### config.mk
export PLATFORM = sky130hd
export DESIGN_NAME = tube_hit_timer
export DESIGN_NICKNAME = d
export VERILOG_FILES = /design/src/rtl/tube_hit_timer.sv
export SDC_FILE = /design/constraint.sdc
export NUM_CORES = 1
export LEC_CHECK = 0
export BUFFER_PORTS_ARGS = -buffer_cell sky130_fd_sc_hd__buf_2
export CORE_UTILIZATION = 50
export DETAILED_ROUTE_END_ITERATION = 16
export PLACE_DENSITY = 0.71
export SLEW_MARGIN = 20
export SYNTH_ARGS = -nofsm -noshare
export SYNTH_HDL_FRONTEND = slang
export SYNTH_SLANG_ARGS = --single-unit
### constraint.sdc
create_clock -name clk -period 1.7 [get_ports clk]
set_input_delay 0 -clock clk [delete_from_list [all_inputs] [get_ports clk]]
set_output_delay 0 -clock clk [all_outputs]
set_load 0.03 [all_outputs]
### src/rtl/tube_hit_timer.sv
// Per-tube drift-time front end: arms on gate_en, timestamps the first pin edge, counts hits.
// Optional glitch filter selected by defining TUBE_GLITCH_FILTER_EN.
`timescale 1ns/1ps
module tube_hit_timer #(
  parameter int unsigned CNT_W       = 8,
  parameter int unsigned WINDOW      = 255,
  parameter int unsigned SYNC_STAGES = 2,
  parameter int unsigned HITS_W      = 4
) (
  input  logic              clk,
  input  logic              clr,
  input  logic              gate_en,
  input  logic              tube_pin,
  output logic [CNT_W-1:0]  clk_cyc_data,
  output logic              hit_valid,
  output logic [HITS_W-1:0] hit_count,
  output logic              busy,
  output logic              done
);

  typedef enum logic [1:0] {StIdle, StArmed, StDone} state_e;

  localparam logic [CNT_W-1:0]  LastCnt = CNT_W'(WINDOW - 1);
  localparam logic [HITS_W-1:0] HitsMax = '1;

  state_e              r_state, w_state_next;
  logic [SYNC_STAGES-1:0] r_pin_sync, r_gate_sync;
  logic                r_pin_d, r_gate_d;
  logic [CNT_W-1:0]    r_cnt, w_cnt_next;
  logic [CNT_W-1:0]    r_ts, w_ts_next;
  logic                r_valid, w_valid_next;
  logic [HITS_W-1:0]   r_hits, w_hits_next;

  logic                w_pin_s, w_gate_s, w_gate_rise, w_edge;
  logic [CNT_W-1:0]    w_edge_ts;

  assign w_pin_s     = r_pin_sync[SYNC_STAGES-1];
  assign w_gate_s    = r_gate_sync[SYNC_STAGES-1];
  assign w_gate_rise = w_gate_s & ~r_gate_d;

  always_ff @(posedge clk or posedge clr) begin
    if (clr) begin
      r_pin_sync  <= '0;
      r_gate_sync <= '0;
      r_pin_d     <= 1'b0;
      r_gate_d    <= 1'b0;
    end else begin
      r_pin_sync  <= {r_pin_sync[SYNC_STAGES-2:0], tube_pin};
      r_gate_sync <= {r_gate_sync[SYNC_STAGES-2:0], gate_en};
      r_pin_d     <= w_pin_s;
      r_gate_d    <= w_gate_s;
    end
  end

`ifdef TUBE_GLITCH_FILTER_EN
  localparam int unsigned FiltLen = 3;

  logic       w_raw_edge;
  logic [1:0] r_filt_run;
  logic [CNT_W-1:0] r_filt_ts;
  logic       r_filt_ok;

  assign w_raw_edge = w_pin_s & ~r_pin_d;

  // r_filt_run counts prior consecutive high cycles; the timestamp is taken at pulse start
  // and only committed once the pulse has stayed high for FiltLen cycles.
  always_ff @(posedge clk or posedge clr) begin
    if (clr) begin
      r_filt_run <= '0;
      r_filt_ts  <= '0;
      r_filt_ok  <= 1'b0;
    end else begin
      if (!w_pin_s) begin
        r_filt_run <= '0;
      end else if (r_filt_run != 2'(FiltLen)) begin
        r_filt_run <= r_filt_run + 2'd1;
      end
      if (w_raw_edge) begin
        r_filt_ts <= r_cnt;
        r_filt_ok <= (r_state == StArmed);
      end
    end
  end

  assign w_edge    = w_pin_s && (r_filt_run == 2'(FiltLen - 1)) && r_filt_ok;
  assign w_edge_ts = r_filt_ts;
`else
  assign w_edge    = w_pin_s & ~r_pin_d;
  assign w_edge_ts = r_cnt;
`endif

  always_ff @(posedge clk or posedge clr) begin
    if (clr) begin
      r_state <= StIdle;
      r_cnt   <= '0;
      r_ts    <= '1;
      r_valid <= 1'b0;
      r_hits  <= '0;
    end else begin
      r_state <= w_state_next;
      r_cnt   <= w_cnt_next;
      r_ts    <= w_ts_next;
      r_valid <= w_valid_next;
      r_hits  <= w_hits_next;
    end
  end

  always_comb begin
    w_state_next = r_state;
    w_cnt_next   = r_cnt;
    w_ts_next    = r_ts;
    w_valid_next = r_valid;
    w_hits_next  = r_hits;
    unique case (r_state)
      StIdle: begin
        w_cnt_next = '0;
        if (w_gate_rise) w_state_next = StArmed;
      end
      StArmed: begin
        if (r_cnt == LastCnt) begin
          w_state_next = StDone;
        end else begin
          w_cnt_next = r_cnt + 1'b1;
        end
        if (w_edge) begin
          if (!r_valid) begin
            w_ts_next    = w_edge_ts;
            w_valid_next = 1'b1;
          end
          if (r_hits != HitsMax) w_hits_next = r_hits + 1'b1;
        end
      end
      StDone: begin
      end
      default: w_state_next = StIdle;
    endcase
  end

  assign clk_cyc_data = r_ts;
  assign hit_valid    = r_valid;
  assign hit_count    = r_hits;
  assign busy         = (r_state == StArmed);
  assign done         = (r_state == StDone);

endmodule

* Word-level counts from Yosys, hierarchy flattened *
Index checks and enable logic that the tools add are counted.

storage, ports and cells
  bits in registers = 29
  logic and storage cells = 36

operators by class
  $add $sub $neg = 2
  equal/unequal tests = 7
  mux-type cells = 5
  bitwise operators = 6
  reduce and logical (&&, ||, !) cells = 7

operators by type and width
  kind                                                    count
  case mux 8 bit (2 select lines)                         1
  AND reduction 3 bit                                     3
  adder 8 x 1 -> 8 bit (second input constant)            1
  == test 8 bit (second input constant)                   1
  2-to-1 mux 8 bit                                        1
  case mux 2 bit (3 select lines)                         1
  adder 4 x 1 -> 4 bit (second input constant)            1
  2-to-1 mux 2 bit                                        2
  inequality test 2 bit (second input constant)           2
  inequality test 4 bit (second input constant)           1
  NOT 1 bit                                               4
  AND reduction 2 bit                                     2
  bitwise AND 1 bit                                       2
  == test 2 x 1 -> 1 bit (second input constant)          1
  == test 2 bit (second input constant)                   1
  logical NOT 2 bit                                       1
  inequality test 2 x 1 -> 1 bit (second input constant)  1
  nonzero test 2 bit                                      1

* Depth between registers and ports, before layout *
  word-level depth = 4
  mapped depth = 6
  mapped depth without buffers = 5

* Worst setup path after synthesis *
No wires, ideal clock.

  path type = reg-to-reg
  start point = reg r_cnt[0]
  end point = reg r_cnt[0]
  library setup time = 0.101 ns
  arrival = 1.370 ns
  setup slack = 0.229 ns
  stages on the path, launching flop included = 7
  path buffers = 1
  period minus slack after synthesis = 1.471 ns
  path through = dfrtp_1 inv_1 ha_1 and3_1 buf_2 and2_4 o311ai_2

between the ends
  cells in the longest elaborated chain, start to end = 3
  elaborated cells between the ends (all ways) = 6
  those cells by class = add/sub (1); eq/ne (2); mux (2); reduce/logical (1)

ends and longest elaborated chain
  what                                                                           RTL line  source
  start, declared                                                                29        logic [CNT_W-1:0] r_cnt, w_cnt_next;
  start signal, assigned                                                         101       r_cnt <= w_cnt_next;
  adder 8 x 1 -> 8 bit / == test 8 bit (equally long branches)                   123, 120
  2-to-1 mux 8 bit / inequality test 2 bit (equally long branches)               --
  case mux 8 bit (2 select lines) / AND reduction 2 bit (equally long branches)  --

Parallel ways exist; a longest one is shown, timed or not. The select of a mux whose other input is x is not followed.
A chain may end at the register's enable or synchronous reset.

* Worst setup path in the final report *
Ends and elaborated chain as after synthesis.

==> summary.md <==
| Metric | Value |
|---|---|
| P per Cell Area | `1420 mW/mm^2` |
| Final Skew | `0.00697 ns` |
| Sequential share of the synthesized area | `0.545` |
| Slew margin rel. | `0.761` |
| #FFs+latches synth | `29` |
| Worst-Margin Slew | `0.359 ns` |
| Final hold vios | `0` |
| Largest net degree at the start of global routing | `30` |
| Worst Hold Class | `primary input to async pin` |
| Outcome | `finished, final reports clean` |
| Die outline width | `54.0 um` |
| Rows | `18` |
| Syn_nets | `between 100 and 150` |
| Synthesized area | `about 0.0014 mm^2` |
| Detailed Place HPWL | `roughly 1600 um` |
| Main area contributors after synthesis | `dfrtp_1 39%, dfstp_2 16%, mux2_4 8.9%` |
| Pre-CTS worst setup slack | `approximately 0.12 ns` |
| GR Util All Layers | `0.200` |
| Reg clk slew, reported paths | `~0.09 ns` |
| Max-cap violations | `0` |
| Clock latency on the worst-skew pair | `approximately 0.33 ns` |
| Clk root buf | `clkbuf_4` |
| Total iterations of the first detailed-routing run | `4` |
| # DRC | `0` |
| Peak supply drop | `1120 uV` |
| Fmax | `0.649 GHz` |
| Initial Util | `0.535` |
| Grt ovf | `0` |
| Initial antenna violation count | `0` |
| Setup CP Type | `register to register` |
| H-tree levels | `2` |
| Final worst path period need | `~1.5 ns` |
| Slew Limit Fails | `0` |
| FF-to-FF Start | `r_cnt[0]$_DFFE_PP0P_` |
| WP data arrival | `between 1.5 and 2 ns` |
| Number of cells on the worst reg-to-reg path | `5` |
| CTS tree | `done` |
| Area leader, netlist | `dfrtp_1` |
| R2R Path End | `r_cnt[0]$_DFFE_PP0P_` |
| RSZ-0062 raised after global routing | `false` |
| Setup crit start kind | `register` |
| Post-layout net count | `140` |
| DR vias/cell | `approximately 5.6` |
| Final worst path period share | `0.906` |
| Post-DR wirelength/cell | `approximately 14 um` |
| R2R Setup Slk | `approximately 0.16 ns` |
| Setup TNS | `0 ns` |
| Distinct cell type count after synthesis | `just over 40` |
| Syn. warnings | `0` |
| Number of setup violations in the final report | `0` |
| Clk buf depth | `2` |
| Ys async rst share | `1.00` |
| Critical Path RT | `between 1.5 and 2 ns` |
| Syn avg cell area | `around 12 um^2` |
| Wire length of the first global-routing pass | `3880 um` |
| CP Buf/Inv Count | `1` |
| Layout cells sized above 1 | `0.373` |
| Routed via count | `between 900 and 1000` |
| Slowest stage delay, CP | `about 0.45 ns` |
| Post-synth EDFFs | `0` |
| Ys flop type | `dfrtp_1` |
| Final ANT Viol Nets | `0` |
| Synth top area share | `0.389` |
| CTS buffer count | `5` |
| Crit-path cells | `inv_1, ha_1, and3_1, and2_4, o311ai_2` |
| Crit-path max FO | `8` |
| Die ar. | `about 0.0029 mm^2` |
| GPL Wtd Cong | `about 0.77` |
| Synth Instances | `109` |
| Port bufs | `18` |
| I/O pin cnt | `19` |
| Leak | `~0.7 nW` |
| Vias in the first global route | `between 800 and 900` |
| DRT Wirelength | `roughly 2400 um` |
| Max stage delay cell, worst path | `dfrtp_2` |
| PnR worst setup slack | `0.160 ns` |
| Iter 0 DRT Violations | `13` |
| # clock sinks | `29` |
| Crit path max-delay family | `flip-flops` |
| CP startpoint | `r_cnt[0]$_DFFE_PP0P_` |
| Crit path capture type | `register` |
| Antenna cells | `0` |
| Core ar. | `roughly 0.0025 mm^2` |
| Area grow syn2layout | `16.6%` |
| Die extent in y | `around 54 um` |
-- report_power, final --
group | switching, mW | internal (mW)
clock network | 0.234 | 0.351
registers | 0.194 | 0.847
logic | 0.352 | 0.266
-- cell families (layout without fill, tap and decap cells) --
group	Yosys count	count (layout)	share of synthesized area
flops	29	29	0.545
fa+ha+maj	3	3	0.0278
simple gates	34	34	0.153
compound gates	21	21	0.120
buf+inv	11	36	0.0426
mux	10	10	0.106
xor+xnor	1	1	0.00649
-- stage by stage --
stage	area, um^2	std cells	power, mW	hold slack, ns	utilization
2_1_floorplan	1350	109	1.50	0.0314	-
3_3_place_gp	1460	153	1.62	0.0753	0.578
3_5_place_dp	1460	153	1.65	0.0823	0.578
4_1_cts	1570	164	2.26	0.271	0.624
5_1_grt	1570	164	2.39	0.293	0.624
6_report	1570	164	2.24	0.270	0.624
-- cell usage after synthesis (2+ instances only) --
cell      count
mux2_1        2
a31oi_1       3
nand4_1       3
a21oi_1       5
inv_1         4
buf_2         4
nand2b_1      2
dfstp_2       8
mux2_4        8
nand3_1       5
nor2_1        3
ha_1          3
o311ai_2      2
nand2_1       8
nor2b_1       3
dfrtp_1      21
-- registers in the layout, summed over array words and instances, names as in the netlist --
register	cells
clk_cyc_data	8
r_cnt	8
r_pin_sync	2
hit_count	4
hit_valid	1
r_pin_d	1
r_gate_sync	2
r_state	2
r_gate_d	1
-- cell type report --
class                      instances  area [um^2]
fill                             216          948
sequential                        29          737
multi-input combinational         69          557
timing repair buffer              24          143
clock buffer                       7         55.1
tap                               30         37.5
clock inverter                     1         30.0
inverter                           4         15.0
-- worst max path at each step --
| stage | endpoint | cells past startpoint |
|---|---|---|
| final | r_cnt[0]$_DFFE_PP0P_ | 5 |
| after global routing | r_cnt[0]$_DFFE_PP0P_ | 5 |
| after CTS | r_cnt[0]$_DFFE_PP0P_ | 5 |
| after detailed placement | r_cnt[0]$_DFFE_PP0P_ | 5 |
| after global placement | r_cnt[1]$_DFFE_PP0P_ | 5 |
| after floorplan | r_cnt[0]$_DFFE_PP0P_ | 6 |
-- metal layers --
| layer | GRT usage | routed length [um] | vias up |
|---|---|---|---|
| li1 | - | - | 438 |
| met1 | 0.246 | 1100 | 456 |
| met2 | 0.302 | 1100 | 24 |
| met3 | 0.0819 | 125 | 8 |
| met4 | 0.0921 | 47 | 0 |
| met5 | 0 | 0 | - |
-- worst register-to-register path, cell delays in order (launching register included) --
cell      delay (ns)
dfrtp_2         0.45
inv_1           0.07
ha_1            0.20
and3_1          0.25
and2_4          0.20
o311ai_2        0.27
-- cell usage in the layout (no fill, tap or decap), drive strengths merged, types with 2 or more instances in the layout --
| cell type | synthesis | routed |
|---|---|---|
| dfrtp | 21 | 21 |
| buf | 6 | 21 |
| mux2 | 10 | 10 |
| nand2 | 8 | 8 |
| dfstp | 8 | 8 |
| clkbuf | 1 | 7 |
| nand3 | 5 | 5 |
| a21oi | 5 | 5 |
| inv | 4 | 4 |
| nor2b | 4 | 4 |
| a31oi | 3 | 3 |
| nor2 | 3 | 3 |
| nand4 | 3 | 3 |
| ha | 3 | 3 |
| dlygate4sd3 | 0 | 3 |
| o311ai | 3 | 3 |
| nand2b | 2 | 2 |
| a21boi | 2 | 2 |
-- timing repair --
action                                  4_1_cts  5_1_grt
hold endpoints to repair                     23        0
hold buffers                                  3        0
resized for setup                             0        1
setup buffers                                 0        0
endpoints found under the setup margin        0        1
Power figures use the tool's default switching activity.
